File: config.mk
export PLATFORM = sky130hd
export DESIGN_NAME = bcd_serial_subtractor
export DESIGN_NICKNAME = d
export VERILOG_FILES = /design/src/rtl/bcd_pkg.sv /design/src/rtl/bcd_digit_sub.sv /design/src/rtl/bcd_serial_subtractor.sv
export SDC_FILE = /design/constraint.sdc
export NUM_CORES = 1
export LEC_CHECK = 0
export BUFFER_PORTS_ARGS = -buffer_cell sky130_fd_sc_hd__buf_2
export CAP_MARGIN = 20
export CORE_UTILIZATION = 61
export CTS_CLUSTER_SIZE = 12
export DETAILED_ROUTE_END_ITERATION = 8
export GPL_TIMING_DRIVEN = 0
export HOLD_SLACK_MARGIN = 0.08
export PLACE_DENSITY = 0.86
export SETUP_SLACK_MARGIN = 0.4
export SYNTH_ARGS = -nofsm -noshare
export SYNTH_HDL_FRONTEND = slang
export SYNTH_HIERARCHICAL = 1
export SYNTH_SLANG_ARGS = --single-unit
File: constraint.sdc
create_clock -name clk -period 6.3 [get_ports clk]
set_input_delay 0.63 -clock clk [delete_from_list [all_inputs] [get_ports clk]]
set_output_delay 0.63 -clock clk [all_outputs]
set_load 0.02 [all_outputs]
File: src/rtl/bcd_pkg.sv
// Shared BCD definitions: digit width, radix, subtractor FSM states and digit validity check.
package bcd_pkg;
    localparam int DIGIT_W   = 4;
    localparam int BCD_RADIX = 10;

    typedef enum logic [1:0] {IDLE, SUB, FIX, DONE} bcd_sub_state_t;

    function automatic logic is_bcd(input logic [DIGIT_W-1:0] digit);
        return digit < DIGIT_W'(BCD_RADIX);
    endfunction
endpackage

File: src/rtl/bcd_digit_sub.sv
// One BCD digit of a - b - bi with borrow-out; purely combinational, no handshake.
module bcd_digit_sub
    import bcd_pkg::*;
(
    input  logic [DIGIT_W-1:0] a,
    input  logic [DIGIT_W-1:0] b,
    input  logic               bi,
    output logic [DIGIT_W-1:0] d,
    output logic               bo
);
    logic [DIGIT_W:0] t;

    always_comb begin
        t  = {1'b0, a} - {1'b0, b} - {{DIGIT_W{1'b0}}, bi};
        bo = t[DIGIT_W];
        d  = bo ? DIGIT_W'(t + (DIGIT_W+1)'(BCD_RADIX)) : t[DIGIT_W-1:0];
    end
endmodule

File: src/rtl/bcd_serial_subtractor.sv
// Digit-serial sign-magnitude BCD subtractor: DIGITS+1 cycles (2*DIGITS+1 if negative, 1 on bad digit).
// start is only accepted in IDLE; no queueing, so a controller must wait for done.
module bcd_serial_subtractor
    import bcd_pkg::*;
#(
    parameter int DIGITS = 2
) (
    input  logic                      clk,
    input  logic                      rst_n,
    input  logic                      start,
    input  logic [DIGIT_W*DIGITS-1:0] a_bcd,
    input  logic [DIGIT_W*DIGITS-1:0] b_bcd,
    input  logic                      bin,
    output logic                      busy,
    output logic                      done,
    output logic [DIGIT_W*DIGITS-1:0] diff,
    output logic                      neg,
    output logic                      err
);
    localparam int W     = DIGIT_W * DIGITS;
    localparam int IDX_W = (DIGITS > 1) ? $clog2(DIGITS) : 1;
    localparam logic [IDX_W-1:0] LAST = IDX_W'(DIGITS - 1);

    bcd_sub_state_t     state;
    logic [W-1:0]       a_q, b_q, r_q, r_next;
    logic [IDX_W-1:0]   idx;
    logic               borrow;
    logic               ovf;
    logic               ops_ok, a_zero, b_max;
    logic [DIGIT_W-1:0] ds_a, ds_b, ds_d;
    logic               ds_bo;

    always_comb begin
        ops_ok = 1'b1;
        a_zero = 1'b1;
        b_max  = 1'b1;
        for (int i = 0; i < DIGITS; i++) begin
            if (!is_bcd(a_bcd[i*DIGIT_W +: DIGIT_W]) || !is_bcd(b_bcd[i*DIGIT_W +: DIGIT_W]))
                ops_ok = 1'b0;
            if (a_bcd[i*DIGIT_W +: DIGIT_W] != '0)
                a_zero = 1'b0;
            if (b_bcd[i*DIGIT_W +: DIGIT_W] != DIGIT_W'(BCD_RADIX - 1))
                b_max = 1'b0;
        end
    end

    // FIX reuses the same digit slice to ten's-complement the SUB result in place.
    always_comb begin
        ds_a = (state == FIX) ? '0 : a_q[DIGIT_W-1:0];
        ds_b = (state == FIX) ? r_q[DIGIT_W-1:0] : b_q[DIGIT_W-1:0];
    end

    bcd_digit_sub u_digit (
        .a  (ds_a),
        .b  (ds_b),
        .bi (borrow),
        .d  (ds_d),
        .bo (ds_bo)
    );

    // Result digits enter at the top so after DIGITS shifts the LSD sits at bit 0.
    always_comb begin
        r_next = r_q >> DIGIT_W;
        r_next[W-1 -: DIGIT_W] = ds_d;
    end

    always_ff @(posedge clk or negedge rst_n) begin
        if (!rst_n) begin
            state  <= IDLE;
            a_q    <= '0;
            b_q    <= '0;
            r_q    <= '0;
            idx    <= '0;
            borrow <= 1'b0;
            ovf    <= 1'b0;
            busy   <= 1'b0;
            done   <= 1'b0;
            diff   <= '0;
            neg    <= 1'b0;
            err    <= 1'b0;
        end else begin
            case (state)
                IDLE: begin
                    done <= 1'b0;
                    if (start) begin
                        a_q <= a_bcd;
                        b_q <= b_bcd;
                        if (!ops_ok) begin
                            state <= DONE;
                            done  <= 1'b1;
                            err   <= 1'b1;
                            diff  <= '0;
                            neg   <= 1'b0;
                        end else begin
                            state  <= SUB;
                            busy   <= 1'b1;
                            idx    <= '0;
                            borrow <= bin;
                            r_q    <= '0;
                            // Only 0 - 99..9 - 1 reaches -10^DIGITS, which has no DIGITS-wide magnitude.
                            ovf    <= a_zero && b_max && bin;
                        end
                    end
                end
                SUB: begin
                    a_q    <= a_q >> DIGIT_W;
                    b_q    <= b_q >> DIGIT_W;
                    r_q    <= r_next;
                    borrow <= ds_bo;
                    idx    <= idx + 1'b1;
                    if (idx == LAST) begin
                        idx <= '0;
                        if (ds_bo) begin
                            state  <= FIX;
                            borrow <= 1'b0;
                        end else begin
                            state <= DONE;
                            busy  <= 1'b0;
                            done  <= 1'b1;
                            diff  <= r_next;
                            neg   <= 1'b0;
                            err   <= 1'b0;
                        end
                    end
                end
                FIX: begin
                    r_q    <= r_next;
                    borrow <= ds_bo;
                    idx    <= idx + 1'b1;
                    if (idx == LAST) begin
                        idx   <= '0;
                        state <= DONE;
                        busy  <= 1'b0;
                        done  <= 1'b1;
                        diff  <= ovf ? '0 : r_next;
                        neg   <= 1'b1;
                        err   <= ovf;
                    end
                end
                DONE: begin
                    done  <= 1'b0;
                    state <= IDLE;
                end
                default: state <= IDLE;
            endcase
        end
    end
endmodule

After elaboration in Yosys (flattened, before gate mapping). Cells that the tools add are included.

Register bits after elaboration: 41. Input port bits: 20. Output and inout port bits: 12.

Add/sub/neg operators: 4. $lt $le $gt $ge: 4. Eq/ne operators: 11. Multiplexer cells: 56. Reduce and logical (&&, ||, !) cells: 23.

Operators with widths (number): $mux 8 (10); $pmux 8 s2 (3); $mux 1 (28); $pmux 8 s3 (1); $lt 4x4->1 const B (4); $reduce_and 3->1 (5); $mux 4 (3); $ne 2x2->1 const B (6); $pmux 1 s3 (4); $reduce_and 6->1 (2); $mux 2 (4); $ne 4x4->1 const B (2); $pmux 2 s4 (1); $reduce_bool 4->1 (2); $sub 4x4->5 (1); $sub 5x1->5 (1); $add 4x4->4 const B (1); $eq 2x2->1 const B (2); $logic_not 1->1 (4); $pmux 1 s4 (1); $reduce_bool 2->1 (2); $reduce_bool 3->1 (1); $eq 2x1->1 const B (1); $logic_and 1x1->1 (2); 6 further kinds (7).

Depth between registers and ports, before layout. Gate-level depths: netlist (run 1).

Depth in word-level cells: 9. Depth in mapped cells: 18.

By module. Netlist (run 1), hierarchy kept.

Modules (own cells, without submodules): bcd_serial_subtractor (times used 1, cells an instance 187, area each 1981.9 um2, sequential area each 1026.0 um2); bcd_digit_sub (times used 1, cells an instance 32, area each 274.0 um2, sequential area each 0.0 um2).

Least setup slack after synthesis (run 1). OpenSTA, ideal clock, no wires.

Kind: register to register. Start point: reg state[0]. End point: reg neg. Arrival time: 3684 ps. Data required time: 6172 ps. Slack: 2488 ps. Stages on the path, launching flop included: 17. Clock period less this slack: 3812 ps. Cells stage by stage: dfrtp_1 inv_1 ha_1 buf_1 mux2_2 inv_1 fa_1 fa_1 nand2b_1 a31oi_1 and2_4 inv_1 nand2b_1 a21oi_2 nand2_1 or3_4 mux2_1.

Word-level cells in the longest chain between the ends: 6. Elaborated cells on any way between the ends: 15.

RTL lines: start: declaration (line bcd_serial_subtractor.sv:24) `bcd_sub_state_t state;`; start signal: assignment (line bcd_serial_subtractor.sv:69) `state <= IDLE;`; start signal: assignment (line bcd_serial_subtractor.sv:89) `state <= DONE;`; start signal: assignment (line bcd_serial_subtractor.sv:95) `state <= SUB;`; $eq 2x2->1 (line bcd_serial_subtractor.sv:50) `ds_b = (state == FIX) ? r_q[DIGIT_W-1:0] : b_q[DIGIT_W-1:0];`; $mux 4 (line bcd_serial_subtractor.sv:50); named net ds_b[0] (line bcd_serial_subtractor.sv:30) `logic [DIGIT_W-1:0] ds_a, ds_b, ds_d;`; $sub 4x4->5 (line bcd_digit_sub.sv:14) `t = {1'b0, a} - {1'b0, b} - {{DIGIT_W{1'b0}}, bi};`; $sub 5x1->5 (line bcd_digit_sub.sv:14); named net ds_bo (line bcd_serial_subtractor.sv:31) `logic ds_bo;`; $ne 2x2->1 (no source line); $reduce_and 6->1 (no source line); end signal: assignment (line bcd_serial_subtractor.sv:79) `neg <= 1'b0;`; end signal: assignment (line bcd_serial_subtractor.sv:93) `neg <= 1'b0;`; end signal: assignment (line bcd_serial_subtractor.sv:121) `neg <= 1'b0;`; end: declaration (line bcd_serial_subtractor.sv:17) `output logic neg,`.

The timed path passes the listed nets, and every way through them passes these cells. A chain may end at the register's enable or synchronous reset.

Worst setup path in the final report (run 1).
Start point: reg state[0]. End point: reg diff[7].

Elaborated cells on any way between the ends: 21.

RTL lines: $eq 2x2->1 (*) (line bcd_serial_subtractor.sv:50); $mux 4 (*) (line bcd_serial_subtractor.sv:50); named net ds_b[0] (line bcd_serial_subtractor.sv:30); $sub 4x4->5 (*) (line bcd_digit_sub.sv:14); $sub 5x1->5 (*) (line bcd_digit_sub.sv:14); named net ds_bo (line bcd_serial_subtractor.sv:31); $mux 4 (line bcd_digit_sub.sv:16) `d = bo ? DIGIT_W'(t + (DIGIT_W+1)'(BCD_RADIX)) : t[DIGIT_W-1:0];`; $mux 8 (on tied branches) (line bcd_serial_subtractor.sv:135, bcd_serial_subtractor.sv:113); $mux 8 (on tied branches) (line bcd_serial_subtractor.sv:130, bcd_serial_subtractor.sv:111); $pmux 8 s3 (line bcd_serial_subtractor.sv:82) `case (state)`; end signal: assignment (line bcd_serial_subtractor.sv:120) `diff <= r_next;`; end signal: assignment (line bcd_serial_subtractor.sv:135) `diff <= ovf ? '0 : r_next;`; end: declaration (line bcd_serial_subtractor.sv:16) `output logic [DIGIT_W*DIGITS-1:0] diff,`.

The timed path passes the listed nets; every way through them passes the cells marked *. The select of a mux whose other input is x is not followed.

==> results.toml, run 1 <==
[clock_tree]
cts_inserted_buffers = 5
post_cts_resize_count = 0
cts.repair_timing.setup_buffer_count = 0
clk_transition_reported_paths_ps = 80
cts.path.max_buffers = 2
number_of_sinks_handled_by_clock_tree_synthesis = 41
clock-root-buffer = "clkbuf_8"
worst_skew_pair.late_latency_ps = 300
cts_max_level = 2
tritoncts_clock_tree = "built"
cts_hold_buffers = 0

[timing]
setup_slack_ps = 2010
worst_slew_pin_slew_ps = 889
worst_slew_margin_rel = 0.407
tns_ps = 0
finalCriticalPeriod_ps = 4290
finalCritPeriodShare = 0.681
setup_viol_count_final = 0
finalClockSkew_ps = 6.40
fmax_mhz = 233
setup_repair_after_global_routing_missed_its_margin = "false"
maxSlewViolCount = 0
finalHoldViolCount = 0

[floorplanning]
die-height_um = 62.8
die_area_sq_um = 3950
design.portCount = 32
initial_core_utilization = 0.655
die_w_um = 62.8
core_area_sq_um = 3440
fp-row-count = 21

[grt]
global_route_wire_length_before_repair_um = 8390
use_met3 = 0.0493
overflow = 0
maximum_number_of_pins_on_one_net_before_global_route_repair = 42
grt_util_met1 = 0.346
antenna_found_initial = 0
grtUsageTotal = 0.272
grt_pass1_vias = 1819
globalRouteMet2Util = 0.462
gr-max-usage-layer = "met2"

[route]
drt_drc_violations_left = 0
drtAntennaViolNets = 0
detail_route.iter0.violations = 134
detail_route.first_pass.iterations = 4
detail_route.wirelength_um = 4780
ratio_of_routed_vias_to_standard_cells = 6.01
routedWlPerCell_um = 15.7
dr_total_vias = 1828

[yosys]
synth-edff-count = 0
postSynthNetCount = 253
post_synth_mux_area_share = 0.0549
yosysTopAreaCellShare = 0.455
ys_ff_latch = 41
ys_seq_area_frac = 0.455
yosys_warnings = 6
synth_top_area_cell = "dfrtp_1"
simple_gate_share_of_the_synthesized_area = 0.108
post_synth_fa_ha_maj_area_fraction = 0.0843
postSynth.asyncResetShare = 1.00
ys.flop_type = "dfrtp_1"
yosys.cell_types.count = 45
synth_top_cells_by_area = "dfrtp_1, ha_1, a22o_1, o22ai_1, o21ai_0"
yosys.area_share.xor_xnor = 0.0194
synth.most_common_cell = "dfrtp_1"
netlist_top_cells_count = "dfrtp_1, a22o_1, inv_1, o22ai_1, o21ai_0"
synth_compound_area_frac = 0.230
postSynthAreaPerCell_sq_um = 10.3
synth_cells = 219
largest_family_of_logic_cells_by_synthesized_area = "compound AO/OA/AOI/OAI gates"
syn_area_sq_um = 2260

[run]
cap_violations = 0

[place]
placement.io_buffers = 31
hpwlAfterDp_um = 3570
routabilityCongestion = 0.839
pre_cts_slack_ps = 2040

[finish]
finish.net_count = 291
fillCellCount = 252
area_delta_synth_final_pct = 14.5
post_route_cells_drive_above_1_share = 0.213
antenna_cells_inserted = 0

[worst_setup_path]
critical_path_peak_fanout = 10
arrival_worst_endpoint_ps = 4480
timing_worst_setup_path_type = "reg2reg"
cp-end-kind = "flop"
worst_ep_required_time_ps = 6490
critical_path_source_type = "flop"

[outcome]
run_status = "finished, final reports clean"

[worst_hold_path]
worst_hold_path_type = "in2async"
[worst max-delay path, stage by stage (launching register included)]
cell      delay [ps]
dfrtp_1          440
inv_1            130
ha_1             250
buf_1            430
mux2_2           250
inv_1             50
fa_1             430
fa_1             410
nand2b_1         180
a31oi_1          210
and2_4           200
inv_1             60
nand2b_1         150
a21oi_2          150
nand2_1          120
or3_4            390
buf_6            150
a22o_1           180
[path summary, 6_finish.rpt]
kind | from | end | slack [ps] | cells past startpoint
worst max-delay path | state[0] | diff[7] | 2010 | 17
max in group asynchronous | rst_n | b_q[6] | 5300 | 1
min in group clk | diff[5] | diff[5] | 510 | 1
worst min-delay path | rst_n | neg | 450 | 1
worst min register to register | diff[5] | diff[5] | 510 | 1
worst max register to register | state[0] | diff[7] | 2010 | 17
[stage by stage]
| step | cell area (sq um) | hold WS (ps) | util | instances |
|---|---|---|---|---|
| after floorplan | 2260 | 334 | - | 219 |
| after global placement | 2470 | 472 | 0.717 | 296 |
| after detailed placement | 2470 | 487 | 0.717 | 296 |
| after CTS | 2580 | 476 | 0.751 | 304 |
| after global routing | 2580 | 529 | 0.751 | 304 |
| final | 2580 | 447 | 0.751 | 304 |
[routing by layer]
metal / up-vias / wire length (um) / part of all wire
li1: 880 / - / -
met1: 875 / 2040 / 0.43
met2: 67 / 2400 / 0.50
met3: 6 / 279 / 0.058
met4: 0 / 62 / 0.013
met5: - / 0 / 0
[placed cells by master, fill, tap and decap left out, types with 2 or more instances in the layout]
cell      count
nor2_1        8
o21ai_1       5
clkbuf_1      5
clkbuf_8      5
nand2b_1      3
fa_1          2
a21oi_1      10
buf_2        32
ha_1         12
mux2i_1       3
nand4_1       2
o22ai_1      16
xor2_1        2
nand2_1      13
nor2b_1       6
o31ai_1       2
o21ai_0      15
a22oi_1       7
dfrtp_1      41
mux2_1        2
mux2_2        5
a22o_1       16
inv_1        16
and2_1        2
xnor2_1       3
or4_1         2
[sequential cells by signal, indices dropped and copies added, names as in the netlist]
register	cells
idx	1
done	1
r_q	8
borrow	1
a_q	8
diff	8
neg	1
b_q	8
busy	1
state	2
err	1
ovf	1
[layout make-up]
type	count	area [sq um]	area share
Multi-Input combinational cell	152	1120	0.433
Clock inverter	3	46.3	0.0179
Clock buffer	5	68.8	0.0266
Tap cell	46	57.6	0.0223
Sequential cell	41	1030	0.397
Inverter	17	63.8	0.0247
Buffer	9	46.3	0.0179
Timing Repair Buffer	31	155	0.0600
[kinds of logic after synthesis]
group,Yosys count
mux,11
buf+inv,26
fa+ha+maj,14
xor+xnor,5
flops,41
simple gates,44
compound gates,78
Power of run 1 is not shown: default switching activity piles up to over one toggle a cycle in this logic, so the estimate is an artifact.
==> inputs of run 2 (changes only) <==
CORE_UTILIZATION = 57   (was 61)
PLACE_DENSITY = 0.81   (was 0.86)
clock period = 4.5 ns   (was 6.3 ns; I/O delays follow)
==> results.toml, run 2 (same netlist as run 1, synthesis figures left out) <==
[place]
routabilityCongestion = 0.838
placement.io_buffers = 31
detailed_place.area_sq_um = 2470
hpwlAfterDp_um = 3540
pre_cts_slack_ps = 247

[clock_tree]
tritoncts_clock_tree = "built"
cts.path.max_buffers = 2
clock-root-buffer = "clkbuf_8"
cts_max_level = 2
cts_hold_buffers = 0
worst_skew_pair.late_latency_ps = 300
cts_inserted_buffers = 5
number_of_sinks_handled_by_clock_tree_synthesis = 41
clk_transition_reported_paths_ps = 90

[worst_setup_path]
reg2reg_setup_slack_ps = 630
reg2reg_to = "diff[7]"
cp-end-kind = "flop"
crit-reg2reg-launch = "state[0]"
timing_worst_setup_path_type = "reg2reg"
crit_path_max_incr_delay_ps = 440
critical_path_source_type = "flop"
arrival_worst_endpoint_ps = 4060
cpMostUsedCell = "inv_1"
critical_path_peak_fanout = 10
worst_path_max_delay_cell = "fa_1"
worst_ep_required_time_ps = 4690
path_cells = "inv_1 -> ha_2 -> buf_4 -> mux2_2 -> inv_1 -> fa_1 -> fa_1 -> nand2b_1 -> a31oi_2 -> and2_4 -> inv_1 -> nand2b_1 -> a21oi_2 -> nand2_1 -> or3_4 -> buf_6 -> a22o_1"
worst-r2r-cell-count = 17

[route]
drtAntennaViolNets = 0
drt_drc_violations_left = 0
detail_route.wirelength_um = 4860
routedWlPerCell_um = 15.8
detail_route.first_pass.iterations = 4
dr_total_vias = 1831
detail_route.iter0.violations = 183
ratio_of_routed_vias_to_standard_cells = 5.96

[finish]
area_delta_synth_final_pct = 15.5
postLayoutCellArea_sq_um = 2610
antenna_cells_inserted = 0
top_library_cells_by_usage_in_the_layout_fill_and_taps_aside = "dfrtp_1, buf_2, inv_1, a22o_1, o22ai_1"
finish.net_count = 292
ff_latch_area_sq_um = 1030
mostFrequentLayoutCell = "dfrtp_1"
fillCellCount = 285
multi_input_area_sq_um = 1130
post_route_cells_drive_above_1_share = 0.228

[floorplanning]
die_area_sq_um = 4210
initial_core_utilization = 0.607
design.portCount = 32
die-height_um = 64.9
fp-row-count = 22
core_area_sq_um = 3720
die_w_um = 64.9

[timing]
finalCriticalPeriod_ps = 3870
worst_slew_pin_slew_ps = 905
fmax_mhz = 258
worst_slew_margin_rel = 0.397
finalHoldViolCount = 0
setup_repair_after_global_routing_missed_its_margin = "false"
finalCritPeriodShare = 0.860
setup_slack_ps = 631
maxSlewViolCount = 0
finalClockSkew_ps = 11.7
setup_viol_count_final = 0
tns_ps = 0

[grt]
grt_pass1_vias = 1735
grtUsageTotal = 0.252
maximum_number_of_pins_on_one_net_before_global_route_repair = 42
global_route_wire_length_before_repair_um = 8000
overflow = 0
antenna_found_initial = 0

[outcome]
run_status = "finished, final reports clean"

[worst_hold_path]
worst_hold_path_type = "in2async"

[run]
cap_violations = 0
-- run 2: how the worst max path moves through the flow --
stage,from,end,slack (ps),depth (start not counted)
after floorplan,state[0],neg,690,16
final,state[0],diff[7],630,17
after global routing,state[0],diff[7],410,17
after global placement,state[0],diff[7],300,17
after detailed placement,state[0],diff[1],250,17
after CTS,state[0],diff[1],450,17
-- run 2: through the flow --
step	hold WS, ps	utilization	instances
floorplan	154	-	219
global placement	473	0.665	298
detailed placement	484	0.665	298
CTS	299	0.696	306
global route	337	0.701	307
finish	270	0.701	307
-- run 2: final cells by class --
type                    count  share of cell area
multi-input cells         152               0.433
flip-flops and latches     41               0.394
repair buffers             32              0.0624
clock buffers               5              0.0264
inverters                  17              0.0245
well taps                  48              0.0230
plain buffers               9              0.0192
clock inverters             3              0.0178
-- run 2: timing repair --
action	CTS	global route
setup buffers	0	1
setup endpoints to repair	11	12
endpoints found under the hold margin	0	0
gates resized for setup	1	4
pin swaps	0	1
gates cloned	0	0
-- run 2: metal layers --
metal,wire [um],share of wire,GRT usage
met1,2250,0.46,0.329
met2,2340,0.48,0.418
met3,215,0.044,0.0528
met4,57,0.012,0.0778
met5,0,0,0
-- run 2: critical path, delay by kind of cell, from the launching register on --
| kind | cells | cell delay [ps] |
|---|---|---|
| buf+inv | 5 | 570 |
| flops | 1 | 390 |
| mux | 1 | 160 |
| fa+ha+maj | 3 | 1080 |
| simple gates | 5 | 1050 |
| compound gates | 3 | 520 |
Power of run 2 is left out for the same reason.
==> inputs of run 3 (changes only) <==
clock period = 3.7 ns   (was 4.5 ns; I/O delays follow)
==> results.toml, run 3 (same netlist as run 1, synthesis figures left out) <==
[finish]
postLayoutCellArea_sq_um = 2800
antenna_cells_inserted = 0
area_delta_synth_final_pct = 24.3
finalNonFillerCells = 320
post_route_cells_drive_above_1_share = 0.305
finish.net_count = 305
mostFrequentLayoutCell = "dfrtp_1"
top_library_cells_by_usage_in_the_layout_fill_and_taps_aside = "dfrtp_1, buf_2, a22o_1, o22ai_1, o21ai_0"
fillCellCount = 247

[timing]
setup_viol_count_final = 0
tns_ps = 0
maxSlewViolCount = 0
fmax_mhz = 301
finalClockSkew_ps = 4.82
worst_slew_pin_slew_ps = 890
finalHoldViolCount = 0
worst_slew_margin_rel = 0.407
setup_repair_after_global_routing_missed_its_margin = "true"
finalCriticalPeriod_ps = 3320
finalCritPeriodShare = 0.899

[worst_setup_path]
worst-r2r-cell-count = 16
timing_worst_setup_path_type = "reg2reg"
cp-end-kind = "flop"
critical_path_source_type = "flop"
reg2reg_setup_slack_ps = 380
critical_path_peak_fanout = 6
crit-reg2reg-launch = "state[1]"
reg2reg_to = "diff[3]"
worst_ep_required_time_ps = 3890
arrival_worst_endpoint_ps = 3520

[clock_tree]
clock-root-buffer = "clkbuf_8"
tritoncts_clock_tree = "built"
cts_max_level = 2
cts_hold_buffers = 0
worst_skew_pair.late_latency_ps = 300
cts_inserted_buffers = 5
cts.path.max_buffers = 2
clk_transition_reported_paths_ps = 80
number_of_sinks_handled_by_clock_tree_synthesis = 41

[grt]
global_route_wire_length_before_repair_um = 8660
maximum_number_of_pins_on_one_net_before_global_route_repair = 42
overflow = 0
antenna_found_initial = 0
grtUsageTotal = 0.275
grt_pass1_vias = 1855

[route]
drtAntennaViolNets = 0
detail_route.iter0.violations = 129
ratio_of_routed_vias_to_standard_cells = 6.03
routedWlPerCell_um = 16.4
detail_route.wirelength_um = 5240
drt_drc_violations_left = 0
detail_route.first_pass.iterations = 4
dr_total_vias = 1928

[floorplanning]
fp-row-count = 22
design.portCount = 32
initial_core_utilization = 0.607
core_area_sq_um = 3720
die_area_sq_um = 4210
die-height_um = 64.9
die_w_um = 64.9

[run]
cap_violations = 0

[place]
detailed_place.area_sq_um = 2530
routabilityCongestion = 0.848
placement.io_buffers = 31
numPlacedInstances = 298
hpwlAfterDp_um = 3600

[worst_hold_path]
worst_hold_path_type = "in2async"

[outcome]
run_status = "finished, final reports clean"
-- run 3: critical path, cell delays in order, from the launching register on --
cell	delay, ps
dfrtp_2	430
ha_4	170
buf_8	130
mux2_4	200
inv_2	30
fa_2	340
fa_2	350
nand2b_4	160
a31oi_4	140
and2_4	170
inv_2	40
nand2b_4	140
a21oi_4	130
nand2_2	80
or3_4	370
buf_6	150
a22o_1	190
-- run 3: layout make-up --
class                   instances  area [sq um]  area share
well taps                      48          60.1      0.0214
clock inverters                 3          65.1      0.0232
plain buffers                   9          57.6      0.0205
clock buffers                   5          68.8      0.0245
inverters                      17          63.8      0.0228
flip-flops and latches         41          1030       0.366
multi-input cells             152          1200       0.427
repair buffers                 45           264      0.0942
-- run 3: worst max path at each step --
stage                  start      end  slack, ps  depth (start not counted)
floorplan           state[0]  diff[0]        410                         17
global route        state[0]  diff[3]        270                         17
CTS                 state[1]  diff[1]        400                         16
global placement    state[0]  diff[7]        210                         17
finish              state[1]  diff[3]        380                         16
detailed placement  state[0]  diff[1]        170                         17
-- run 3: timing repair --
action                     CTS  global route
setup endpoints to repair   12            11
gates cloned                 1             0
setup buffers               11             2
hold endpoints to repair     0             0
gates resized for setup      7             0
pin swaps                    2             2
-- run 3: through the flow --
| step | util | setup slack [ps] | hold slack (ps) |
|---|---|---|---|
| 5_1_grt | 0.755 | 267 | 266 |
| 3_3_place_gp | 0.682 | 210 | 477 |
| 2_1_floorplan | - | 411 | 74.4 |
| 3_5_place_dp | 0.682 | 168 | 479 |
| 6_report | 0.755 | 375 | 187 |
| 4_1_cts | 0.751 | 404 | 220 |
-- run 3: layer usage --
metal  wire [um]  vias to the layer above  global-route usage  share of wire
met5           0                        -                   0              0
met4          83                        0               0.103          0.016
met3         265                        8              0.0528          0.051
met2        2550                       81               0.465           0.49
met1        2340                      928               0.346           0.45
li1            -                      911                   -              -
Power of run 3 is left out for the same reason.
